<file path="src/rtl/uart_arb_pkg.sv">
// Shared types and helpers for the uart_tx_arbiter slice: FSM state encoding,
// the channel-id header marker and a ceiling-log2 helper for counter widths.
package uart_arb_pkg;

    typedef enum logic [2:0] {
        IDLE,
        HDR,
        LOAD,
        SEND,
        GAP
    } state_e;

    localparam int HDR_MARK = 'h80;

    function automatic int clog2(input int value);
        int width;
        width = 0;
        while ((1 << width) < value) begin
            width++;
        end
        return width;
    endfunction

endpackage

</file>
<file path="src/rtl/rr_arbiter.sv">
// Combinational round-robin pick: first set request strictly after ptr, with
// wrap-around. The pointer register lives in the parent.
module rr_arbiter
    import uart_arb_pkg::*;
#(
    parameter int N = 4
) (
    input  logic [N-1:0]          req,
    input  logic [clog2(N)-1:0]   ptr,
    output logic [N-1:0]          gnt,
    output logic [clog2(N)-1:0]   gnt_idx,
    output logic                  valid
);

    localparam int IW = clog2(N);

    logic [IW-1:0] idx;

    // NOTE: every output gets a default before the search loop so no latch is inferred.
    always_comb begin
        gnt     = '0;
        gnt_idx = '0;
        valid   = 1'b0;
        idx     = '0;
        for (int k = 1; k <= N; k++) begin
            idx = IW'((int'(ptr) + k) % N);
            if (!valid && req[idx]) begin
                gnt[idx] = 1'b1;
                gnt_idx  = idx;
                valid    = 1'b1;
            end
        end
    end

endmodule

</file>
<file path="src/rtl/uart_tx_arbiter.sv">
// Frame-level round-robin sharing of one uart transmitter among NR_CH byte streams.
// Define UART_TX_ARBITER_CHANNEL_ID_EN to prefix each grant with a channel-id header byte.
module uart_tx_arbiter
    import uart_arb_pkg::*;
#(
    parameter int NR_CH        = 4,
    parameter int NR_BITS      = 8,
    parameter int MAX_FRAME    = 256,
    parameter int IDLE_TIMEOUT = 1024
) (
    input  logic                     clk,
    input  logic                     rst,
    input  logic [NR_CH*NR_BITS-1:0] req_d,
    input  logic [NR_CH-1:0]         req_dv,
    input  logic [NR_CH-1:0]         req_last,
    output logic [NR_CH-1:0]         req_dr,
    output logic [NR_BITS-1:0]       uart_tx_d,
    output logic                     uart_tx_dv,
    input  logic                     uart_tx_dr,
    output logic [NR_CH-1:0]         grant,
    output logic                     busy,
    output logic                     frame_trunc,
    output logic                     timeout
);

    localparam int CH_W  = clog2(NR_CH);
    localparam int CNT_W = clog2(MAX_FRAME + 1);
    localparam int STL_W = clog2(IDLE_TIMEOUT + 1);

    state_e               state_q, state_d;
    logic [CH_W-1:0]      ptr_q, ptr_d;
    logic [NR_CH-1:0]     grant_q, grant_d;
    logic                 busy_q, busy_d;
    logic [CNT_W-1:0]     cnt_q, cnt_d;
    logic [STL_W-1:0]     stall_q, stall_d;
    logic [NR_BITS-1:0]   data_q, data_d;
    logic                 last_q, last_d;
    logic [NR_CH-1:0]     req_dr_q, req_dr_d;
    logic [NR_BITS-1:0]   tx_d_q, tx_d_d;
    logic                 tx_dv_q, tx_dv_d;
    logic                 trunc_q, trunc_d;
    logic                 timeout_q, timeout_d;

    logic [NR_CH-1:0]     arb_gnt;
    logic [CH_W-1:0]      arb_idx;
    logic                 arb_valid;

    rr_arbiter #(.N(NR_CH)) u_rr (
        .req     (req_dv),
        .ptr     (ptr_q),
        .gnt     (arb_gnt),
        .gnt_idx (arb_idx),
        .valid   (arb_valid)
    );

`ifdef UART_TX_ARBITER_CHANNEL_ID_EN
    logic [NR_BITS-1:0] hdr_byte;
    assign hdr_byte = NR_BITS'(HDR_MARK | int'(ptr_q));
`endif

    always_comb begin
        state_d   = state_q;
        ptr_d     = ptr_q;
        grant_d   = grant_q;
        busy_d    = busy_q;
        cnt_d     = cnt_q;
        stall_d   = stall_q;
        data_d    = data_q;
        last_d    = last_q;
        tx_d_d    = tx_d_q;
        req_dr_d  = '0;
        tx_dv_d   = 1'b0;
        trunc_d   = 1'b0;
        timeout_d = 1'b0;

        case (state_q)
            IDLE: begin
                if (arb_valid) begin
                    grant_d = arb_gnt;
                    busy_d  = 1'b1;
                    ptr_d   = arb_idx;
                    cnt_d   = '0;
                    stall_d = '0;
                    last_d  = 1'b0;
`ifdef UART_TX_ARBITER_CHANNEL_ID_EN
                    state_d = HDR;
`else
                    state_d = LOAD;
`endif
                end
            end
`ifdef UART_TX_ARBITER_CHANNEL_ID_EN
            HDR: begin
                // Header goes through GAP too, so uart spacing is identical to data.
                if (uart_tx_dr) begin
                    tx_d_d  = hdr_byte;
                    tx_dv_d = 1'b1;
                    state_d = GAP;
                end
            end
`endif
            LOAD: begin
                if (req_dv[ptr_q]) begin
                    data_d   = req_d[ptr_q*NR_BITS +: NR_BITS];
                    last_d   = req_last[ptr_q];
                    stall_d  = '0;
                    req_dr_d = grant_q;
                    state_d  = SEND;
                end else if (stall_q == STL_W'(IDLE_TIMEOUT - 1)) begin
                    timeout_d = 1'b1;
                    grant_d   = '0;
                    busy_d    = 1'b0;
                    cnt_d     = '0;
                    stall_d   = '0;
                    state_d   = IDLE;
                end else begin
                    stall_d = stall_q + STL_W'(1);
                end
            end
            SEND: begin
                if (uart_tx_dr) begin
                    tx_d_d  = data_q;
                    tx_dv_d = 1'b1;
                    cnt_d   = cnt_q + CNT_W'(1);
                    state_d = GAP;
                end
            end
            GAP: begin
                // A byte flagged last wins over the MAX_FRAME limit: no truncation pulse.
                if (last_q || cnt_q == CNT_W'(MAX_FRAME)) begin
                    trunc_d = !last_q;
                    grant_d = '0;
                    busy_d  = 1'b0;
                    cnt_d   = '0;
                    state_d = IDLE;
                end else begin
                    state_d = LOAD;
                end
            end
            default: state_d = IDLE;
        endcase
    end

    // NOTE: state updates use non-blocking assignments so every flop samples pre-edge values.
    always_ff @(posedge clk or posedge rst) begin
        if (rst) begin
            state_q   <= IDLE;
            ptr_q     <= CH_W'(NR_CH - 1);
            grant_q   <= '0;
            busy_q    <= 1'b0;
            cnt_q     <= '0;
            stall_q   <= '0;
            data_q    <= '0;
            last_q    <= 1'b0;
            req_dr_q  <= '0;
            tx_d_q    <= '0;
            tx_dv_q   <= 1'b0;
            trunc_q   <= 1'b0;
            timeout_q <= 1'b0;
        end else begin
            state_q   <= state_d;
            ptr_q     <= ptr_d;
            grant_q   <= grant_d;
            busy_q    <= busy_d;
            cnt_q     <= cnt_d;
            stall_q   <= stall_d;
            data_q    <= data_d;
            last_q    <= last_d;
            req_dr_q  <= req_dr_d;
            tx_d_q    <= tx_d_d;
            tx_dv_q   <= tx_dv_d;
            trunc_q   <= trunc_d;
            timeout_q <= timeout_d;
        end
    end

    assign req_dr      = req_dr_q;
    assign uart_tx_d   = tx_d_q;
    assign uart_tx_dv  = tx_dv_q;
    assign grant       = grant_q;
    assign busy        = busy_q;
    assign frame_trunc = trunc_q;
    assign timeout     = timeout_q;

endmodule

</file>
<file path="config.mk">
export PLATFORM = sky130hd
export DESIGN_NAME = uart_tx_arbiter
export DESIGN_NICKNAME = d
export VERILOG_FILES = /design/src/rtl/uart_arb_pkg.sv /design/src/rtl/rr_arbiter.sv /design/src/rtl/uart_tx_arbiter.sv
export SDC_FILE = /design/constraint.sdc
export NUM_CORES = 1
export LEC_CHECK = 0
export ABC_AREA = 1
export CORE_UTILIZATION = 49
export CTS_BUF_LIST = sky130_fd_sc_hd__clkbuf_8
export DETAILED_ROUTE_END_ITERATION = 6
export PLACE_DENSITY = 0.89
export SKIP_CTS_REPAIR_TIMING = 1
export SLEW_MARGIN = 15
export SYNTH_ARGS = -nofsm -noshare
export SYNTH_HDL_FRONTEND = slang
export SYNTH_HIERARCHICAL = 1
export SYNTH_SLANG_ARGS = --single-unit
</file>
<file path="constraint.sdc">
create_clock -name clk -period 2.3 [get_ports clk]
set_clock_uncertainty 0.05 [all_clocks]
set_input_delay 0.46 -clock clk [delete_from_list [all_inputs] [get_ports clk]]
set_output_delay 0.46 -clock clk [all_outputs]
set_load 0.02 [all_outputs]
</file>
## Word-level counts from Yosys, hierarchy flattened

Index checks and enable logic that the tools add are counted.

- Bits in registers: 54
- Output and inout bits: 20
- Word-level logic and storage cells: 138

- Add/subtract/negate cells: 6
- Magnitude comparators: 9
- Equal/unequal tests: 12
- Shift-type cells: 1
- Multiplexer cells: 70
- Bitwise gates (word level): 3
- Reduce and logical (&&, ||, !) cells: 24

Operators by type and width:

| cell | count |
|---|---|
| two-way mux 9 bit | 5 |
| two-way mux 4 bit | 10 |
| case mux 9 bit (4 select lines) | 1 |
| two-way mux 11 bit | 3 |
| variable part select 32 x 6 -> 8 bit | 1 |
| two-way mux 1 bit | 27 |
| case mux 11 bit (2 select lines) | 1 |
| less-than comparator 2 x 3 -> 1 bit, second input constant | 5 |
| binary-select mux 1 bit (select 2 bit) | 6 |
| two-way mux 3 bit | 4 |
| inequality test 2 bit, second input constant | 6 |
| OR 4 bit | 3 |
| case mux 3 bit (4 select lines) | 1 |
| case mux 4 bit (3 select lines) | 1 |
| adder 11 x 1 -> 11 bit, second input constant | 1 |
| == test 11 x 10 -> 1 bit, second input constant | 1 |
| two-way mux 2 bit | 5 |
| adder 9 x 1 -> 9 bit, second input constant | 1 |
| == test 9 bit, second input constant | 1 |
| demux 1 bit (select 2 bit) | 4 |
| greater-or-equal comparator 2 x 1 -> 1 bit, second input constant | 4 |
| AND reduction 2 bit | 4 |
| logical AND 1 bit | 7 |
| == test 3 x 2 -> 1 bit, second input constant | 2 |
| 15 further kinds | 21 |

## Longest topological paths before layout

- Depth after elaboration: 15
- Gate-level depth with buffers: 16
- Depth with buffers taken out: 14

## Cells and area by module

Netlist, hierarchy kept.

Modules (own cells, without submodules):

| module | times used | cells an instance | area each (um2) | seq. area each (um2) |
|---|---|---|---|---|
| uart_tx_arbiter | 1 | 388 | 2870.3 | 1353.8 |
| rr_arbiter | 1 | 81 | 535.5 | 0.0 |

## Least setup slack after synthesis

OpenSTA, ideal clock, no wires.

- Path kind: reg-to-reg
- Start point: reg ptr_q[0]
- End point: reg cnt_q[2]
- Arrival: 2.388 ns
- Data required time: 2.133 ns
- Setup slack: -0.254 ns
- Stages on the path, launching flop included: 17
- Path buffers: 2
- Cell sequence: dfstp_2 > buf_6 > inv_8 > ha_1 > inv_2 > nand3_4 > nand2_4 > nor2_4 > buf_6 > nand4_1 > inv_1 > nand3_1 > nand3_2 > nor2_4 > nand2_4 > nand2_1 > nand2_1

- Cells in the longest elaborated chain, start to end: 15
- Elaborated cells on any way between the ends: 27
- Those cells by class: add/sub (4); eq/ne (2); mux (14); reduce/logical (7)

Ends and longest elaborated chain:

| item | RTL line | RTL |
|---|---|---|
| from (decl) | uart_tx_arbiter.sv:31 | `logic [CH_W-1:0] ptr_q, ptr_d;` |
| from (signal assigned) | uart_tx_arbiter.sv:148 | `ptr_q <= CH_W'(NR_CH - 1);` |
| from (signal assigned) | uart_tx_arbiter.sv:162 | `ptr_q <= ptr_d;` |
| adder 2 x 1 -> 2 bit | rr_arbiter.sv:26 | `idx = IW'((int'(ptr) + k) % N);` |
| binary-select mux 1 bit (select 2 bit) | rr_arbiter.sv:27 | `if (!valid && req[idx]) begin` |
| two-way mux 1 bit (not written as such) | rr_arbiter.sv:27 |  |
| two-way mux 1 bit | rr_arbiter.sv:27 |  |
| zero test 1 bit | rr_arbiter.sv:27 |  |
| logical AND 1 bit | rr_arbiter.sv:27 |  |
| two-way mux 1 bit | rr_arbiter.sv:27 |  |
| zero test 1 bit | rr_arbiter.sv:27 |  |
| logical AND 1 bit | rr_arbiter.sv:27 |  |
| two-way mux 1 bit | rr_arbiter.sv:27 |  |
| zero test 1 bit | rr_arbiter.sv:27 |  |
| logical AND 1 bit | rr_arbiter.sv:27 |  |
| two-way mux 1 bit (*) | rr_arbiter.sv:27 |  |
| named net arb_valid | uart_tx_arbiter.sv:46 | `logic arb_valid;` |
| inequality test 2 bit (no source line) (*) | n/a |  |
| AND reduction 6 bit (no source line) (*) | n/a |  |
| to (signal assigned) | uart_tx_arbiter.sv:165 | `cnt_q <= cnt_d;` |
| to (decl) | uart_tx_arbiter.sv:34 | `logic [CNT_W-1:0] cnt_q, cnt_d;` |

Mark *: on every way through the listed nets, which the timed path passes. The rest lies on a longest branch. The select of a mux whose other input is x is not followed.
A chain may end at the register's enable or synchronous reset.

## Worst setup path after layout

Same ends and word-level chain as after synthesis.

==> results.json <==
{
  "clock_sinks": 54,
  "period_minus_slack_ns": 2.20,
  "cts_root_buf": "clkbuf_8",
  "port_buffers": 62,
  "area_growth_pct": 27.5,
  "critPathLaunchType": "register",
  "critPathRequiredTime_ns": 2.45,
  "dp_hpwl_mm": 5.97,
  "dieArea_mm2": 0.00729,
  "slew_viol_final": 0,
  "met1_usage_pct": 26.5,
  "grt_use_total_pct": 22.0,
  "antenna_left": 0,
  "routed_wirelength_mm": 7.73,
  "critPathBufInv": 4,
  "max_stage_delay_ns": 0.62,
  "clock_latency_ns": 0.30,
  "p_per_area_mw_per_mm2": 1170,
  "wire_per_inst_um": 12.3,
  "ir_drop_mv": 0.643,
  "start_util_pct": 50.4,
  "core_mm2": 0.00676,
  "ys_seq_area_share_pct": 39.8,
  "synth-seq-cells": 54,
  "use_met3_pct": 3.60,
  "end_kind": "register",
  "cts.path.max_buffers": 2,
  "final_common_cell": "nand2_1",
  "die_y_um": 85.4,
  "worst_slack_ns": 0.104,
  "synth_cell_types": 30,
  "first_pass_iters": 4,
  "synth_cells": 469,
  "post-route-period-util_pct": 95.5,
  "grt_most_used_layer": "met2",
  "relSlewSlack_pct": 71.2,
  "worstPathArrival_ns": 2.35,
  "layout_common_cells": "nand2_1, clkdlybuf4s50_1, nor2_1",
  "cts_htree_levels": 2,
  "grt_start_max_net_pins": 36,
  "crit_chain": "inv_8, ha_4, inv_4, nand3_4, nand2_4, nor2_4, nand4_1, inv_1, nand3_2, nand3_2, nor2_4, buf_4, nand3_1, nand2_1",
  "finalSetupViolations": 0,
  "diodes": 0,
  "setup-tns-final_ns": 0,
  "clk_pin_slew_ns": 0.10,
  "drt_iter0_drc": 163,
  "num_rows": 30,
  "fin_nets": 600,
  "grt_pass1_vias": 3069,
  "fp.dieW_um": 85.4,
  "worst_path_max_delay_cell": "dfstp_2",
  "worstMarginPinSlew_ns": 0.431,
  "cap_violations": 0,
  "drive_gt1_share_pct": 11.2,
  "netlist_area_mm2": 0.00341,
  "syn-mean-instance-area_um2": 7.26,
  "critPathTopFamily": "simple AND/OR/NAND/NOR gates",
  "grt_antenna_before_repair": 0,
  "cts_buffers": 5,
  "clock.fmax_ghz": 0.455,
  "yosysWarnings": 6,
  "routed_via_density": 5.22,
  "leakage_nw": 2.10,
  "cp_max_fo": 6,
  "drc": 0,
  "place_congestion": 0.846,
  "grt-ovfl-total": 0,
  "critPathKind": "register to register",
  "grt_util_met2_pct": 41.2,
  "synth_nets": 523,
  "hold_violations": 0,
  "ioPinCount": 63,
  "worstHoldPathType": "input pin to asynchronous set/reset pin",
  "grt_pass1_wl_mm": 13.1,
  "cts_tree": "done",
  "pre_cts_ws_ns": -0.0419,
  "status": "finished clean",
  "vias": 3270
}
-- per-stage QoR --
stage	hold WS, ns	utilization, %	std cells	power, mW	instance area [µm²]
floorplan	0.394	-	469	3.51	3430
detailed placement	0.419	62.3	618	4.41	4210
CTS	0.438	63.9	626	5.05	4320
finish	0.423	64.3	627	5.10	4340
global route	0.451	64.3	627	5.48	4340
global placement	0.410	62.3	618	4.31	4210
-- registers in the layout, summed over array words and instances (netlist names) --
name and cells:
busy 1, cnt_q 9, data_q 8, frame_trunc 1, grant 4, last_q 1, ptr_q 2, req_dr 4
stall_q 11, state_q 3, timeout 1, uart_tx_d 8, uart_tx_dv 1
-- worst paths after layout --
check / start / endpoint / slack, ns / depth (start not counted)
max reg2reg: ptr_q[0] / cnt_q[2] / 0.10 / 14
max in group asynchronous: rst / req_dr[2] / 1.24 / 3
min: rst / uart_tx_dv / 0.42 / 2
min reg2reg: busy / busy / 0.44 / 2
max: ptr_q[0] / cnt_q[2] / 0.10 / 14
min in group clk: busy / busy / 0.44 / 2
-- metal layers --
| metal | part of all wire [%] | up-vias |
|---|---|---|
| li1 | - | 1659 |
| met1 | 42 | 1510 |
| met2 | 52 | 95 |
| met3 | 4.5 | 6 |
| met4 | 0.79 | 0 |
| met5 | 0 | - |
-- kinds of logic (layout without fill, tap and decap cells) --
group | count (synthesis) | after routing | share of synthesized area (%)
XOR/XNOR | 5 | 5 | 1.29
adder cells (fa/ha/maj) | 11 | 11 | 4.04
AO/OA/AOI/OAI | 70 | 70 | 10.9
buffers and inverters | 65 | 143 | 8.63
AND/OR/NAND/NOR | 264 | 264 | 35.3
flip-flops | 54 | 54 | 39.8
-- layout make-up --
type	count	area (µm²)
tap	80	100
clock inverter	3	40.0
timing repair buffer	81	788
sequential	54	1350
inverter	54	213
multi-input combinational	350	1780
clock buffer	5	68.8
fill	567	2410
-- where the power goes --
| group | switching, mW | total, mW | internal [mW] | leakage, nW |
|---|---|---|---|---|
| Combinational | 1.93 | 3.12 | 1.19 | 1.33 |
| Clock | 0.304 | 0.625 | 0.321 | 0.0579 |
| Sequential | 0.147 | 1.35 | 1.21 | 0.710 |
-- worst register-to-register path: cells and delay by family, from the launching register on --
family        cells  cell delay (ns)
simple gates      9             0.77
flops             1             0.62
buf+inv           4             0.36
fa+ha+maj         1             0.30
-- cells in the mapped netlist --
cell type	n	area share [%]
nand2_1	130	14
nor2_1	59	6.5
dfrtp_1	52	38
inv_1	47	5.2
o21ai_0	44	6.5
nand3_1	42	6.2
a21oi_1	12	1.8
ha_1	11	4.0
nand4_1	9	1.7
o22ai_1	8	1.5
inv_2	6	0.66
buf_6	5	1.7
nand2_2	5	0.92
nor2_4	5	1.7
xor2_1	5	1.3
a21boi_0	4	0.88
buf_2	4	0.59
nand2_4	4	1.3
clkbuf_1	2	0.22
dfstp_2	2	1.5
nand3_2	2	0.59
nand3_4	2	1.0
nand3b_1	2	0.44
inv_8	1	0.33
nor2_2	1	0.18
nor3_1	1	0.15
nor3b_1	1	0.22
o21a_1	1	0.22
o21ai_1	1	0.15
or2_2	1	0.18
Note: power is estimated with default switching activity, not from simulation.
